**config.mk**
```make
export PLATFORM = sky130hd
export DESIGN_NAME = verlet_node_q
export DESIGN_NICKNAME = d
export VERILOG_FILES = /design/src/rtl/verlet_pkg.sv /design/src/rtl/verlet_node_q_fxp_sat_add.sv /design/src/rtl/verlet_node_q.sv
export SDC_FILE = /design/constraint.sdc
export NUM_CORES = 1
export LEC_CHECK = 0
export BUFFER_PORTS_ARGS = -buffer_cell sky130_fd_sc_hd__buf_2
export CAP_MARGIN = 20
export CORE_ASPECT_RATIO = 2
export CORE_UTILIZATION = 25
export DETAILED_ROUTE_END_ITERATION = 6
export PLACE_DENSITY = 0.44
export SYNTH_ARGS = -nofsm -noshare
export SYNTH_HDL_FRONTEND = slang
export SYNTH_SLANG_ARGS = --single-unit
```
**constraint.sdc**
```tcl
create_clock -name clk -period 12.1 [get_ports clk]
set_input_delay 0 -clock clk [delete_from_list [all_inputs] [get_ports clk]]
set_output_delay 0 -clock clk [all_outputs]
set_load 0.02 [all_outputs]
```
**src/rtl/verlet_pkg.sv**
```systemverilog
// Shared types and Q-format helpers for the Verlet node array.
package verlet_pkg;

  typedef enum logic [1:0] {IDLE, VEL, POS} state_t;

  localparam int unsigned      Q_FRAC = 16;
  localparam logic signed [31:0] Q_ONE = 32'sd1 <<< Q_FRAC;

  function automatic logic signed [31:0] to_q(input int i);
    return 32'(i) <<< Q_FRAC;
  endfunction

  // Clamp v into the signed w-bit range; result stays sign-extended to 64 bits.
  function automatic logic signed [63:0] saturate(input logic signed [63:0] v,
                                                  input int unsigned w);
    logic signed [63:0] hi;
    logic signed [63:0] lo;
    hi = (64'sd1 <<< (w - 1)) - 64'sd1;
    lo = -(64'sd1 <<< (w - 1));
    if (v > hi) return hi;
    if (v < lo) return lo;
    return v;
  endfunction

endpackage

```
**src/rtl/verlet_node_q_fxp_sat_add.sv**
```systemverilog
// Signed 3-input adder with saturation to the W-bit two's complement range.
module fxp_sat_add #(
  parameter int unsigned W = 32
) (
  input  logic signed [W-1:0] i_a,
  input  logic signed [W-1:0] i_b,
  input  logic signed [W-1:0] i_c,
  output logic signed [W-1:0] o_sum
);

  localparam logic signed [W+1:0] MAXV = {3'b000, {(W-1){1'b1}}};
  localparam logic signed [W+1:0] MINV = {3'b111, {(W-1){1'b0}}};

  logic signed [W+1:0] w_sum;

  assign w_sum = $signed({{2{i_a[W-1]}}, i_a})
               + $signed({{2{i_b[W-1]}}, i_b})
               + $signed({{2{i_c[W-1]}}, i_c});

  always_comb begin
    o_sum = w_sum[W-1:0];
    if (w_sum > MAXV)      o_sum = MAXV[W-1:0];
    else if (w_sum < MINV) o_sum = MINV[W-1:0];
  end

endmodule

```
**src/rtl/verlet_node_q.sv**
```systemverilog
// Fixed-point Verlet integrator node: one particle, one step per handshake,
// constraint corrections accepted between steps.
module verlet_node_q
  import verlet_pkg::*;
#(
  parameter int unsigned      WIDTH      = 32,
  parameter int unsigned      FRAC       = 16,
  parameter int               NODE_ID    = 1,
  parameter int               BASE_X     = 200,
  parameter int               SPACING    = 10,
  parameter logic [WIDTH-1:0] GRAVITY    = 32'h0000_4CCD,
  parameter int unsigned      DAMP_SHIFT = 0,
  parameter bit               PINNED     = 1'b0
) (
  input  logic             clk,
  input  logic             reset,
  input  logic             step_valid,
  output logic             step_ready,
  input  logic             cons_valid,
  output logic             cons_ready,
  input  logic [WIDTH-1:0] cons_x,
  input  logic [WIDTH-1:0] cons_y,
  output logic [WIDTH-1:0] x_pos,
  output logic [WIDTH-1:0] y_pos,
  output logic             step_done,
  output logic [15:0]      step_count,
  output logic             busy
);

  localparam logic signed [WIDTH-1:0] X_RST = WIDTH'(BASE_X) << FRAC;
  localparam logic signed [WIDTH-1:0] Y_RST = WIDTH'(SPACING * NODE_ID) << FRAC;

  state_t                  r_state;
  logic signed [WIDTH-1:0] r_x, r_y, r_px, r_py, r_vx, r_vy;
  logic                    r_done;
  logic [15:0]             r_count;

  logic signed [WIDTH:0]   w_dx, w_dy, w_dxd, w_dyd;
  logic signed [63:0]      w_vx64, w_vy64;
  logic signed [WIDTH-1:0] w_nx, w_ny;

  // Velocity keeps one guard bit so x-px cannot wrap before damping/saturation.
  assign w_dx = $signed({r_x[WIDTH-1], r_x}) - $signed({r_px[WIDTH-1], r_px});
  assign w_dy = $signed({r_y[WIDTH-1], r_y}) - $signed({r_py[WIDTH-1], r_py});

  if (DAMP_SHIFT > 0) begin : g_damp
    assign w_dxd = w_dx - (w_dx >>> DAMP_SHIFT);
    assign w_dyd = w_dy - (w_dy >>> DAMP_SHIFT);
  end else begin : g_nodamp
    assign w_dxd = w_dx;
    assign w_dyd = w_dy;
  end

  assign w_vx64 = saturate(64'(w_dxd), WIDTH);
  assign w_vy64 = saturate(64'(w_dyd), WIDTH);

  fxp_sat_add #(.W(WIDTH)) u_add_x (
    .i_a  (r_x),
    .i_b  (r_vx),
    .i_c  ('0),
    .o_sum(w_nx)
  );

  fxp_sat_add #(.W(WIDTH)) u_add_y (
    .i_a  (r_y),
    .i_b  (r_vy),
    .i_c  (GRAVITY),
    .o_sum(w_ny)
  );

  always_ff @(posedge clk or posedge reset) begin
    if (reset) begin
      r_state <= IDLE;
      r_x     <= X_RST;
      r_px    <= X_RST;
      r_y     <= Y_RST;
      r_py    <= Y_RST;
      r_vx    <= '0;
      r_vy    <= '0;
      r_done  <= 1'b0;
      r_count <= '0;
    end else begin
      r_done <= 1'b0;
      unique case (r_state)
        IDLE: begin
          // A constraint pre-empts a simultaneous step request.
          if (cons_valid) begin
            if (!PINNED) begin
              r_x <= cons_x;
              r_y <= cons_y;
            end
          end else if (step_valid) begin
            r_state <= VEL;
          end
        end
        VEL: begin
          r_vx    <= w_vx64[WIDTH-1:0];
          r_vy    <= w_vy64[WIDTH-1:0];
          r_state <= POS;
        end
        POS: begin
          if (!PINNED) begin
            r_px <= r_x;
            r_py <= r_y;
            r_x  <= w_nx;
            r_y  <= w_ny;
          end
          r_done  <= 1'b1;
          r_count <= r_count + 16'd1;
          r_state <= IDLE;
        end
        default: r_state <= IDLE;
      endcase
    end
  end

  assign cons_ready = (r_state == IDLE);
  assign step_ready = (r_state == IDLE) && !cons_valid;
  assign busy       = (r_state != IDLE);
  assign x_pos      = r_x;
  assign y_pos      = r_y;
  assign step_done  = r_done;
  assign step_count = r_count;

endmodule
```
==> summary.md <==
| Metric | Value |
|---|---|
| Final worst-path cycle share | `0.4224` |
| Std cell rows | `132` |
| Synth cell types | `87` |
| Most frequent cell after synthesis | `nand2_1` |
| Die area | `0.06631 mm^2` |
| Hold Crit Class | `in2async` |
| CTS hold repair buffers | `69` |
| First-pass GRT wire length | `92.29 mm` |
| Share of cells above drive strength 1 | `0.1204` |
| #FFs+latches synth | `211` |
| Vias/cell | `4.973` |
| RePlAce Congestion | `0.8702` |
| Post-CTS Resized | `0` |
| Fin crit period | `5.111 ns` |
| RSZ-0062 raised after global routing | `false` |
| Clock root cell | `clkbuf_16` |
| Post-synth EDFFs | `0` |
| Yosys warns | `0` |
| Core area | `0.06458 mm^2` |
| Drt total wl | `60.11 mm` |
| Sequential area share after synthesis | `0.3246` |
| Multiplexer share of the synthesized area | `0.002532` |
| Top post-synthesis cells by area | `dfrtp_1 (31%), ha_1 (10%), o21ai_0 (7.3%)` |
| Top_reg_cell synth | `dfrtp_1` |
| Die width | `182.6 um` |
| Clock Latency Late Sink | `0.56 ns` |
| Mapped Cells | `1989` |
| Vias in the first global route | `15740` |
| Initial DRT Pass Iterations | `4` |
| Dpl hpwl | `46.13 mm` |
| Number of CTS-inserted buffers | `24` |
| Filler cells | `6995` |
| Stages on the worst setup path | `18` |
| Mapped cell area | `0.01631 mm^2` |
| Adder-cell area share of the yosys netlist | `0.1126` |
| Post-synth ARST share | `1.000` |
| Chip Height | `363.2 um` |
| CP peak stage delay | `0.63 ns` |
| Vias | `15250` |
| Initial antenna violation count | `3` |
| Htree depth | `1` |
| DRC Markers | `0` |
| Highest clock rate | `195.7 MHz` |
| TritonCTS clock tree | `built` |
| Max-slew headroom | `0.2081` |
| Post-synth top area share | `0.3084` |
| Main combinational cell family by area after synthesis | `compound AO/OA/AOI/OAI gates` |
| CP Class | `reg2reg` |
| First DRT Iteration DRCs | `630` |
| Largest delay share family, worst path | `compound AO/OA/AOI/OAI gates` |
| Post-Synth Simple-Gate Area | `0.1700` |
| Clock transition at path regs | `0.06 ns` |
| Final hold viol count | `0` |
| Post-synth top cells | `nand2_1 (246), o21ai_0 (239), dfrtp_1 (201)` |
| Initial Util | `0.2525` |
| Slew @ Worst Pin | `1.181 ns` |
| Final #Nets | `2377` |
| Compound-Gate Fraction of Synth Area | `0.2702` |
| CP endpoint kind | `register` |
| Gr usage total | `0.1819` |
| Slowest library cell on the worst path | `o41ai_1` |
| DR WL/cell | `19.60 um` |
| Max Slew Vio Count | `0` |
| MaxCap Viol Count | `0` |
| WP data arrival | `5.52 ns` |
| CP most frequent cell | `buf_4` |
| CP Cell Sequence | `inv_1, ha_1, inv_1, fa_1, a21o_1, a21oi_1, nor2b_1, o41ai_1, o22ai_1, a311oi_1, o41ai_1, buf_4, a41o_1, a21oi_1, buf_4, and2_0, buf_4, o31ai_1` |
| Ports | `152` |
| Post-synth top area cell | `dfrtp_1` |
| Avg Inst Size Synth | `8.199 um^2` |
| Worst EP required | `12.51 ns` |
| Clk sink count | `211` |
| Port bufs | `151` |
| Final setup TNS | `0 ns` |
| Largest net degree at the start of global routing | `102` |
| ANT nets after route | `0` |
| Critical Path Fanout Max | `20` |
| Nature of the critical path startpoint | `register` |
| Post-CTS Setup Repair Bufs | `0` |
| Post-synthesis xor/xnor area fraction | `0.07389` |
| Final setup viols | `0` |
| Total gr overflow | `0` |
| R2R cell count | `18` |
| Area Growth Syn to Fin | `19.79%` |
| Mapped Nets | `2191` |
| Final Skew | `0.01099 ns` |
| Clock buffer depth | `3` |
| Outcome | `finished, final reports clean` |
| Bufs and invs on worst path | `5` |
layout by cell type (no fill, tap or decap), types with 10 or more instances in the layout:
master           n
a21boi_1        13
o31ai_1         31
o21ai_1         27
nand2_1        245
a31oi_1         17
xor2_1          41
nor2b_1         14
inv_1          113
buf_4           19
o21bai_1        14
nand2b_1        13
xnor2_1         93
dlygate4sd3_1   69
or2_2           10
clkbuf_16       25
dfstp_2         10
a211oi_1        19
buf_2          151
nand4_1         18
o21a_1          20
ha_1           130
a22oi_1         11
or3_1           36
o211ai_1        14
o21ai_0        239
nor2_1         104
and2_1          18
maj3_1          13
a21o_1          78
nor3_1          28
dfrtp_1        201
a21oi_2         11
nand3_1         44
and3_1          19
clkbuf_1        10
o22ai_1         11
a21oi_1        160
cell type report:
| class | count | area (um^2) | area share |
|---|---|---|---|
| multi-input cells | 1583 | 10290 | 0.5270 |
| flip-flops and latches | 211 | 5293 | 0.2709 |
| repair buffers | 240 | 1604 | 0.08212 |
| well taps | 871 | 1090 | 0.05579 |
| clock buffers | 40 | 732.0 | 0.03747 |
| inverters | 115 | 444.2 | 0.02274 |
| clock inverters | 4 | 70.07 | 0.003587 |
| diodes | 3 | 7.507 | 0.0003843 |
worst paths after layout:
check / start / to / slack (ns)
worst max-delay path: y_pos[0]$_DFFE_PP0P_ / r_vy[7]$_DFFE_PP0N_ / 6.99
worst min-delay path: reset / step_count[4]$_DFFE_PP0P_ / 0.07
worst max register to register: y_pos[0]$_DFFE_PP0P_ / r_vy[7]$_DFFE_PP0N_ / 6.99
worst min register to register: step_count[15]$_DFFE_PP0P_ / step_count[15]$_DFFE_PP0P_ / 0.47
max in group asynchronous: reset / r_vx[0]$_DFFE_PP0N_ / 10.62
min in group clk: cons_valid / y_pos[27]$_DFFE_PP0P_ / 0.17
flip-flops by register name (all words and copies together), names as in the netlist:
register	cells
r_vx	32
y_pos	32
step_count	16
r_vy	32
step_done	1
r_px	32
r_py	32
x_pos	32
r_state	2
through the flow:
stage	setup WS, ns	cells	hold slack [ns]	util	cell area [um^2]
6_report	6.989	3067	0.06768	0.3025	19530
3_3_place_gp	6.995	2950	0.1850	0.2790	18020
4_1_cts	7.015	3064	0.1310	0.3024	19530
5_1_grt	6.689	3067	0.1782	0.3025	19530
2_1_floorplan	6.351	1989	0.08437	-	16310
3_5_place_dp	7.059	2951	0.2051	0.2793	18030
worst reg2reg max path, stage by stage, from the launching register on:
cell and delay (ns):
dfrtp_1 0.41, inv_1 0.09, ha_1 0.21, inv_1 0.07
fa_1 0.43, a21o_1 0.21, a21oi_1 0.22, nor2b_1 0.10
o41ai_1 0.63, o22ai_1 0.43, a311oi_1 0.44, o41ai_1 0.14
buf_4 0.17, a41o_1 0.28, a21oi_1 0.13, buf_4 0.23
and2_0 0.28, buf_4 0.35, o31ai_1 0.15
cell families after synthesis:
| family | Yosys count |
|---|---|
| AOI/OAI and AO/OA | 715 |
| xor gates and xnor gates | 136 |
| adders and majority gates | 147 |
| buffers and inverters | 195 |
| DFF | 211 |
| muxes | 4 |
| and+or+nand+nor | 581 |
per-layer routing:
| metal | vias up | global-route usage | wire length (um) |
|---|---|---|---|
| met5 | - | 0 | 0 |
| met4 | 0 | 0.09804 | 3168 |
| met3 | 108 | 0.01853 | 1876 |
| met2 | 314 | 0.3606 | 33080 |
| met1 | 7333 | 0.1816 | 21990 |
| li1 | 7498 | - | - |
Power is left out: the tool's default activity adds up to more than one toggle a clock period on the data nets, which glitch-free logic cannot reach.
